[config.mk]
export PLATFORM = sky130hd
export DESIGN_NAME = seg_data_capture
export DESIGN_NICKNAME = d
export VERILOG_FILES = /design/src/rtl/seg_capture_pkg.sv /design/src/rtl/btn_debounce.sv /design/src/rtl/seg_data_capture.sv
export SDC_FILE = /design/constraint.sdc
export NUM_CORES = 1
export LEC_CHECK = 0
export CORE_ASPECT_RATIO = 0.8
export CORE_UTILIZATION = 49
export CTS_CLUSTER_SIZE = 20
export DETAILED_ROUTE_END_ITERATION = 6
export GPL_TIMING_DRIVEN = 1
export PLACE_DENSITY = 0.88
export SYNTH_ARGS = -nofsm -noshare
export SYNTH_HDL_FRONTEND = slang
export SYNTH_HIERARCHICAL = 1
export SYNTH_SLANG_ARGS = --single-unit
[constraint.sdc]
create_clock -name clk -period 4.1 [get_ports clk]
set_input_delay 0.615 -clock clk [delete_from_list [all_inputs] [get_ports clk]]
set_output_delay 0.615 -clock clk [all_outputs]
set_load 0.005 [all_outputs]
[src/rtl/seg_capture_pkg.sv]
// Shared types and constants for the seven-segment data capture block.
// Page indices, byte-lane width and the page-advance helper.
package seg_capture_pkg;

   localparam int PAGE_COUNT = 4;
   localparam int BYTE_W     = 8;
   localparam int WORD_W     = 32;
   localparam int LANES      = WORD_W / BYTE_W;

   typedef enum logic [1:0] {
      PG_MMIO  = 2'd0,
      PG_PC    = 2'd1,
      PG_INSTR = 2'd2,
      PG_ALU   = 2'd3
   } page_t;

   // Wraps 3->0 by 2-bit truncation.
   function automatic page_t page_next(input page_t p);
      logic [1:0] n;
      n = p + 2'd1;
      return page_t'(n);
   endfunction

endpackage

[src/rtl/btn_debounce.sv]
// Raw active-low key -> 2-FF sync -> stable-level debouncer.
// press_pulse is high for the one cycle whose edge takes stable 1->0.
module btn_debounce #(
   parameter int DEBOUNCE_CYCLES = 250000
) (
   input  logic clk,
   input  logic rst_n,
   input  logic raw_n,
   output logic press_pulse
);

   localparam int CW = (DEBOUNCE_CYCLES > 1) ? $clog2(DEBOUNCE_CYCLES) : 1;
   localparam logic [CW-1:0] LAST = CW'(DEBOUNCE_CYCLES - 1);

   logic          sync1;
   logic          sync2;
   logic          stable;
   logic [CW-1:0] cnt;
   logic          diff;
   logic          hit;

   assign diff = sync2 != stable;
   assign hit  = diff && (cnt == LAST);

   always_ff @(posedge clk or negedge rst_n) begin
      if (!rst_n) begin
         sync1  <= 1'b1;
         sync2  <= 1'b1;
         stable <= 1'b1;
         cnt    <= '0;
      end else begin
         sync1 <= raw_n;
         sync2 <= sync1;
         if (!diff) begin
            cnt <= '0;
         end else if (hit) begin
            stable <= sync2;
            cnt    <= '0;
         end else begin
            cnt <= cnt + 1'b1;
         end
      end
   end

   // Release (0->1) deliberately produces nothing.
   assign press_pulse = hit && !sync2;

endmodule

[src/rtl/seg_data_capture.sv]
// Page-selected, rate-limited 32-bit feeder for the 8-digit display.
// Optional SEG_CAPTURE_PAGE_TAG_EN puts {2'b00,page} in data[31:28].
module seg_data_capture
   import seg_capture_pkg::*;
#(
   parameter int DEBOUNCE_CYCLES = 250000,
   parameter int REFRESH_CYCLES  = 2500000
) (
   input  logic        clk,
   input  logic        rst_n,
   input  logic        btn_next_n,
   input  logic        freeze,
   input  logic        mmio_we,
   input  logic [3:0]  mmio_be,
   input  logic [31:0] mmio_wdata,
   input  logic [31:0] dbg_pc,
   input  logic [31:0] dbg_instr,
   input  logic [31:0] dbg_alu,
   output logic [31:0] data,
   output logic [1:0]  page,
   output logic        upd
);

   localparam int RW = (REFRESH_CYCLES > 1) ? $clog2(REFRESH_CYCLES) : 1;
   localparam logic [RW-1:0] RLAST = RW'(REFRESH_CYCLES - 1);

   logic          press;
   logic          tick;
   logic          capture;
   logic          frz1;
   logic          frz2;
   logic [RW-1:0] rcnt;
   logic [31:0]   mmio;
   logic [31:0]   src;
   logic [31:0]   cap_word;
   page_t         page_q;
   page_t         page_d;

   btn_debounce #(
      .DEBOUNCE_CYCLES(DEBOUNCE_CYCLES)
   ) u_btn (
      .clk        (clk),
      .rst_n      (rst_n),
      .raw_n      (btn_next_n),
      .press_pulse(press)
   );

   assign tick    = rcnt == RLAST;
   assign capture = tick || press;

   always_comb begin
      page_d = page_q;
      if (press) page_d = page_next(page_q);
   end

   // Select on the next page so a press shows its page at once.
   always_comb begin
      src = mmio;
      unique case (page_d)
         PG_MMIO:  src = mmio;
         PG_PC:    src = dbg_pc;
         PG_INSTR: src = dbg_instr;
         PG_ALU:   src = dbg_alu;
      endcase
   end

`ifdef SEG_CAPTURE_PAGE_TAG_EN
   assign cap_word = {2'b00, page_d, src[27:0]};
`else
   assign cap_word = src;
`endif

   always_ff @(posedge clk or negedge rst_n) begin
      if (!rst_n) begin
         frz1 <= 1'b0;
         frz2 <= 1'b0;
      end else begin
         frz1 <= freeze;
         frz2 <= frz1;
      end
   end

   always_ff @(posedge clk or negedge rst_n) begin
      if (!rst_n) begin
         mmio <= '0;
      end else if (mmio_we) begin
         for (int i = 0; i < LANES; i++) begin
            if (mmio_be[i])
               mmio[i*BYTE_W +: BYTE_W] <= mmio_wdata[i*BYTE_W +: BYTE_W];
         end
      end
   end

   always_ff @(posedge clk or negedge rst_n) begin
      if (!rst_n) begin
         rcnt <= '0;
      end else if (tick) begin
         rcnt <= '0;
      end else begin
         rcnt <= rcnt + 1'b1;
      end
   end

   always_ff @(posedge clk or negedge rst_n) begin
      if (!rst_n) begin
         page_q <= PG_MMIO;
      end else begin
         page_q <= page_d;
      end
   end

   always_ff @(posedge clk or negedge rst_n) begin
      if (!rst_n) begin
         data <= '0;
         upd  <= 1'b0;
      end else if (capture && !frz2) begin
         data <= cap_word;
         upd  <= 1'b1;
      end else begin
         upd  <= 1'b0;
      end
   end

   assign page = page_q;

endmodule

==> out/results.tsv, run 1 <==
metric	value	unit
status	complete, no violations	
leakage power	0.003288	uW
Via Count	4279	
Mapped Nets	602	
EDFF count, synth	0	
endpoints failing setup	0	
internal power	1803	uW
Reg clk slew, reported paths	70	ps
part of the power in registers	51.0	%
Multi-input gate area	2889	um2
Post-CTS Resized	0	
IO Pins	172	
diode count	0	
Comb pwr share	12.7	%
Net count, final	775	
vias in the first global route	4339	
pre-CTS setup slack	1012	ps
antenna violations before repair	0	
Syn Inst Count	463	
Post-CTS Setup Inserts	0	
post-route cell area	7966	um2
worst hold path class	register to register	
total wire length	13740	um
top cell type by total area after synthesis	dfrtp_1	
Max Clock Skew	9.390	ps
wire length per cell	17.42	um
post-synthesis adder-cell area fraction	0.4314	%
Syn Area/Cell	12.53	um2
total power	2321	uW
final hold slack	357.3	ps
Synth async-reset ratio	100.0	%
synth unique cells	41	
sequential share of the synthesized area	48.38	%
final hold violation count	0	
GRT overflow	0	
CTS tree	done	
fillers	773	
count leader, synth	mux2_2	
FP Rows	35	
simple-gate share of the synthesized area	10.89	%
DRT Pass-1 Iters	5	
Root Driver	clkbuf_16	
XOR/XNOR Fraction of Synth Area	5.134	%
critical path launch point type	register	
CTS Hold Buffers Added	0	
first-pass GRT wire length	21830	um
Most used DFF post-synth	dfrtp_1	
Setup TNS	0	ps
core area	11520	um2
Area Overhead vs Synth	37.34	%
arrival time at the worst endpoint	3320	ps
Slowest cell on crit path	dfrtp_1	
dpl hpwl	10220	um
worst path bufs/invs	2	
clock network fraction of design power	36.4	%
synth cell count leaders	mux2_2, dfrtp_1, nor2_1	
DP Area	7676	um2
max-cap viol count	0	
clk_lat worst skew	350	ps
Post-DRT Antenna Nets	0	
kind of critical path	register to register	
#FFs+latches synth	112	
DRC viols	0	
Largest stage delay, worst path	450	ps
Final min period	3084	ps
global-route usage over all layers	23.32	%
power per cell area	291.4	nW/um2
Die Y	99.32	um
Top delay family on crit path	multiplexers	
Switch Pwr	518.0	uW
Reg area	2806	um2
H-tree level count	3	
post-route setup slack	1016	ps
GP Congestion	0.8759	
top-area cell type share of the netlist area	47.02	%
CP Cell Sequence	nor4_1 > nand3_1 > nor4_2 > buf_4 > xor2_4 > buf_4 > mux2_2 > mux2_2 > mux2_2	
# clock sinks	112	
I/O Buffers	171	
Post-Syn Area	5801	um2
Max-slew headroom	36.91	%
CP Data Required Time	4330	ps
Die X	123.6	um
RSZ-0062 raised after global routing	false	
via/cell ratio	5.423	
Max FO, Critical Path	32	
Net Sw Frac	22.31	%
CP dominant cell by count	mux2_2	
Fmax achieved	324.3	MHz
crit end category	register	
Slew Limit Fails	0	
largest net degree at the start of global routing	74	
die area	12280	um2
compound-cell area share of the yosys netlist	1.682	%
Iteration-0 DRC Markers	170	
layout cells sized above 1	29.95	%
period utilization	75.22	%
synth top area cells	dfrtp_1, mux2_2, xnor2_1	
Peak VDD IR	0.2583	mV
Syn. warnings	6	
CTS buffer count	9	
multiplexer share of the synthesized area	31.19	%
largest family of logic cells by synthesized area	multiplexers	
Initial Util	50.36	%
Slew @ Worst Pin	946.4	ps
Max clock buf depth	2	
## layer usage
metal / global-route usage, % / share of wire [%]
met1: 27.25 / 40
met2: 41.97 / 51
met3: 5.734 / 7.1
met4: 6.858 / 1.6
met5: 0 / 0
## path summary, 6_finish.rpt
| kind | from | to | slack, ps | cells after the start |
|---|---|---|---|---|
| setup reg to reg | u_btn/cnt[9]$_DFF_PN0_ | data[17]$_DFFE_PN0P_ | 1020 | 9 |
| hold reg to reg | u_btn/sync1$_DFF_PN1_ | u_btn/sync2$_DFF_PN1_ | 360 | 0 |
| setup / recovery | u_btn/cnt[9]$_DFF_PN0_ | data[17]$_DFFE_PN0P_ | 1020 | 9 |
| min in group asynchronous | rst_n | u_btn/cnt[6]$_DFF_PN0_ | 400 | 1 |
| max in group asynchronous | rst_n | rcnt[5]$_DFF_PN0_ | 2840 | 2 |
| hold / removal | u_btn/sync1$_DFF_PN1_ | u_btn/sync2$_DFF_PN1_ | 360 | 0 |
## power by group through the flow
stage / Combinational (uW) / Sequential (uW) / Clock, uW
detailed placement: 297 / 1200 / 0
CTS: 299 / 1180 / 867
finish: 294 / 1180 / 844
global placement: 287 / 1200 / 0
floorplan: 125 / 1190 / 0
global route: 322 / 1190 / 911
## final cells by class
class	count	share of cell area [%]
Multi-Input combinational cell	326	36.27
Sequential cell	112	35.23
Timing Repair Buffer	178	22.11
Clock buffer	10	3.000
Tap cell	148	2.324
Clock inverter	6	0.6439
Inverter	9	0.4241
## cell families after synthesis
| group | after synthesis |
|---|---|
| AND/OR/NAND/NOR | 116 |
| buffers and inverters | 25 |
| AO/OA/AOI/OAI | 13 |
| XOR/XNOR | 34 |
| flip-flops | 112 |
| multiplexers | 161 |
| adder cells (fa/ha/maj) | 2 |
## cell usage in the layout, fill, tap and decap left out, drive strengths merged, types with 5 or more instances in the layout
cell type	count
nor4	8
buf	8
clkbuf	10
dfrtp	109
nand4	10
and3	7
xnor2	23
nor3	10
inv	11
clkdlybuf4s50	170
xor2	11
nor2	34
o21ai	5
mux2	158
nand3	17
nand2	15
## metrics by stage
stage | cells | utilization, %
3_3_place_gp | 773 | 66.65
4_1_cts | 789 | 69.17
6_report | 789 | 69.17
3_5_place_dp | 773 | 66.65
5_1_grt | 789 | 69.17
2_1_floorplan | 463 | -
## flip-flops by register name (all words and copies together), names as in the netlist
signal	flops
data	32
frz1	1
frz2	1
mmio	32
page	2
rcnt	22
u_btn/cnt	18
u_btn/stable	1
u_btn/sync1	1
u_btn/sync2	1
upd	1
No activity file was read; power rests on OpenSTA's default activity.
==> run 2, diff against run 1 <==
--- a/config.mk
+++ b/config.mk
@@ -6,11 +6,11 @@
 export NUM_CORES = 1
 export LEC_CHECK = 0
 export CORE_ASPECT_RATIO = 0.8
-export CORE_UTILIZATION = 49
+export CORE_UTILIZATION = 48
 export CTS_CLUSTER_SIZE = 20
 export DETAILED_ROUTE_END_ITERATION = 6
 export GPL_TIMING_DRIVEN = 1
-export PLACE_DENSITY = 0.88
+export PLACE_DENSITY = 0.86
 export SYNTH_ARGS = -nofsm -noshare
 export SYNTH_HDL_FRONTEND = slang
 export SYNTH_HIERARCHICAL = 1
==> constraint.sdc (replaced) <==
create_clock -name clk -period 3 [get_ports clk]
set_input_delay 0.45 -clock clk [delete_from_list [all_inputs] [get_ports clk]]
set_output_delay 0.45 -clock clk [all_outputs]
set_load 0.005 [all_outputs]
==> run 2 against run 1 <==
The run now ends with design-rule violations left; clock-buffer cell count is the same; clock power up 56%; fmax is 10% higher; die area increased by 2.0%; power is 44% higher; worst setup slack worse by 810 ps; sequential power up 37%; non-clock buffer count is 3 higher; first-iteration DRC count up 36%.
==> out/results.tsv, run 2 (synthesized netlist as in run 1, its figures left out) <==
metric	value	unit	change
R2R cell count	9		unchanged
CP Cell Sequence	nor4_1 > nand3_1 > nor4_2 > buf_4 > xor2_4 > buf_12 > mux2_2 > mux2_2 > mux2_2		
biggest regs	data: 32 flops, mmio: 32 flops, rcnt: 22 flops		
Max FO, Critical Path	32		unchanged
power per cell area	412.5	nW/um2	+42%
Setup TNS	0	ps	unchanged
Largest stage delay, worst path	470	ps	+20 ps
clk_lat worst skew	350	ps	about the same
worst hold path class	primary input to async pin		
Via Count	4199		-1.9%
r2r setup slk	210	ps	-810 ps
CP dominant cell by count	mux2_2		
arrival time at the worst endpoint	3030	ps	-290 ps
CTS tree	done		
Post-CTS Setup Inserts	0		unchanged
Max Clock Skew	10.85	ps	+1.456 ps
Slew @ Worst Pin	872.8	ps	-73.53 ps
Post-DRT Antenna Nets	0		unchanged
status	complete, but fails checks		
CTS Hold Buffers Added	0		unchanged
Die Y	100.3	um	+1.0%
period utilization	93.11	%	+18 points
RR Endpoint	data[0]$_DFFE_PN0P_		
violated checks	design-rule violations		
leakage power	0.003339	uW	+1.5%
wire length per cell	16.81	um	-3.5%
DRC viols	36		+36
diode count	0		unchanged
first-pass GRT wire length	21520	um	-1.4%
Post-CTS Resized	0		unchanged
Iteration-0 DRC Markers	232		+36%
Util after Layout	69.41	%	+0.24 points
critical path launch point type	register		
dpl hpwl	10090	um	-1.3%
Switch Pwr	699.9	uW	+35%
total wire length	13310	um	-3.1%
antenna violations before repair	0		unchanged
Slowest cell on crit path	dfrtp_1		
Root Driver	clkbuf_16		
endpoints failing setup	0		unchanged
max-cap viol count	0		unchanged
fillers	812		+5.0%
GRT overflow	0		unchanged
layout cells sized above 1	30.28	%	+0.33 points
crit end category	register		
most frequent cells in the layout	clkdlybuf4s50_1, mux2_2, dfrtp_1		
commonest non-fill, non-tap cell in the layout	clkdlybuf4s50_1		
Net Sw Frac	20.99	%	-1.3 points
core area	11650	um2	+1.1%
crit path to	data[0]$_DFFE_PN0P_		
die area	12530	um2	+2.0%
GP Congestion	0.8282		-5.4%
final hold violation count	0		unchanged
CTS buffer count	9		unchanged
IO Pins	172		unchanged
Reg clk slew, reported paths	70	ps	about the same
DRT Pass-1 Iters	7		+2
global-route usage over all layers	21.93	%	-1.4 points
Max-slew headroom	41.81	%	+4.9 points
# clock sinks	112		unchanged
I/O Buffers	171		unchanged
vias in the first global route	4286		-1.2%
CP startpoint	u_btn/cnt[6]$_DFF_PN0_		
H-tree level count	3		unchanged
CP Data Required Time	3240	ps	-1090 ps
Net count, final	778		+0.39%
FP Rows	35		unchanged
internal power	2635	uW	+46%
Area Overhead vs Synth	39.39	%	
Critical R2R Launch	u_btn/cnt[6]$_DFF_PN0_		
Final min period	2793	ps	-290.6 ps
RSZ-0062 raised after global routing	false		
Initial Util	49.80	%	-0.57 points
largest net degree at the start of global routing	60		-19%
Die X	124.9	um	+1.0%
Peak VDD IR	0.3339	mV	+29%
clock network fraction of design power	39.4	%	+3.0 points
Fmax achieved	358.0	MHz	+10%
part of the power in registers	48.4	%	-2.6 points
Max clock buf depth	2		unchanged
via/cell ratio	5.302		-2.2%
Comb pwr share	12.1	%	-0.6 points
kind of critical path	register to register		
Slew Limit Fails	0		unchanged
-- run 2: changes by cell type in the layout (fill, tap and decap cells not counted) --
cell and change:
bufinv_16 +2, buf_12 +4, inv_6 -1, clkinv_4 -1, clkinvlp_4 -1, buf_4 -1, inv_8 +1
-- run 2: worst max-delay path, delay by kind of cell, from the launching register on --
kind	cells	cell delay, ps
xor gates and xnor gates	1	170
and+or+nand+nor	3	680
DFF	1	470
muxes	3	910
buffers and inverters	2	440
-- run 2: through the flow --
| stage | area (um2) | std cells | total power (uW) | hold slack [ps] | setup slack [ps] |
|---|---|---|---|---|---|
| after global routing | 8085 | 792 | 3472 | 232.0 | 9.795 |
| final | 8085 | 792 | 3335 | 156.0 | 206.6 |
| after CTS | 8085 | 792 | 3384 | 179.8 | 194.4 |
| after floorplan | 5801 | 463 | 1804 | 154.4 | 246.1 |
| after global placement | 7749 | 776 | 2035 | 349.0 | 264.2 |
| after detailed placement | 7749 | 776 | 2055 | 347.8 | 196.9 |
-- run 2: worst min-delay path by stage --
| stage | to | slack (ps) | start |
|---|---|---|---|
| after CTS | rcnt[2]$_DFF_PN0_ | 180 | rst_n |
| after floorplan | data[0]$_DFFE_PN0P_ | 150 | rst_n |
| after detailed placement | u_btn/sync2$_DFF_PN1_ | 350 | u_btn/sync1$_DFF_PN1_ |
| after global placement | u_btn/sync2$_DFF_PN1_ | 350 | u_btn/sync1$_DFF_PN1_ |
| final | u_btn/cnt[6]$_DFF_PN0_ | 160 | rst_n |
| after global routing | u_btn/cnt[17]$_DFF_PN0_ | 230 | rst_n |
-- run 2: layer usage --
metal  vias to the layer above  share of wire, %  global-route usage [%]
li1                       2017                 -                       -
met2                       124                51                   39.28
met4                         0              0.78                   5.066
met1                      2046                42                   27.17
met5                         -                 0                       0
met3                        12               6.2                   5.064
-- run 2: area by class of cell --
cell class	instances	area (um2)	share of cell area, %
well taps	148	185.2	2.290
flip-flops and latches	112	2806	34.71
clock buffers	10	239.0	2.956
repair buffers	181	1834	22.69
multi-input cells	326	2889	35.73
inverters	9	33.78	0.4178
clock inverters	6	97.59	1.207
-- run 2: power groups by stage --
stage               Sequential, uW  Combinational, uW  Clock [uW]
floorplan                     1630                171           0
global placement              1640                395           0
detailed placement            1650                409           0
CTS                           1620                411        1360
global route                  1620                441        1410
finish                        1620                404        1320
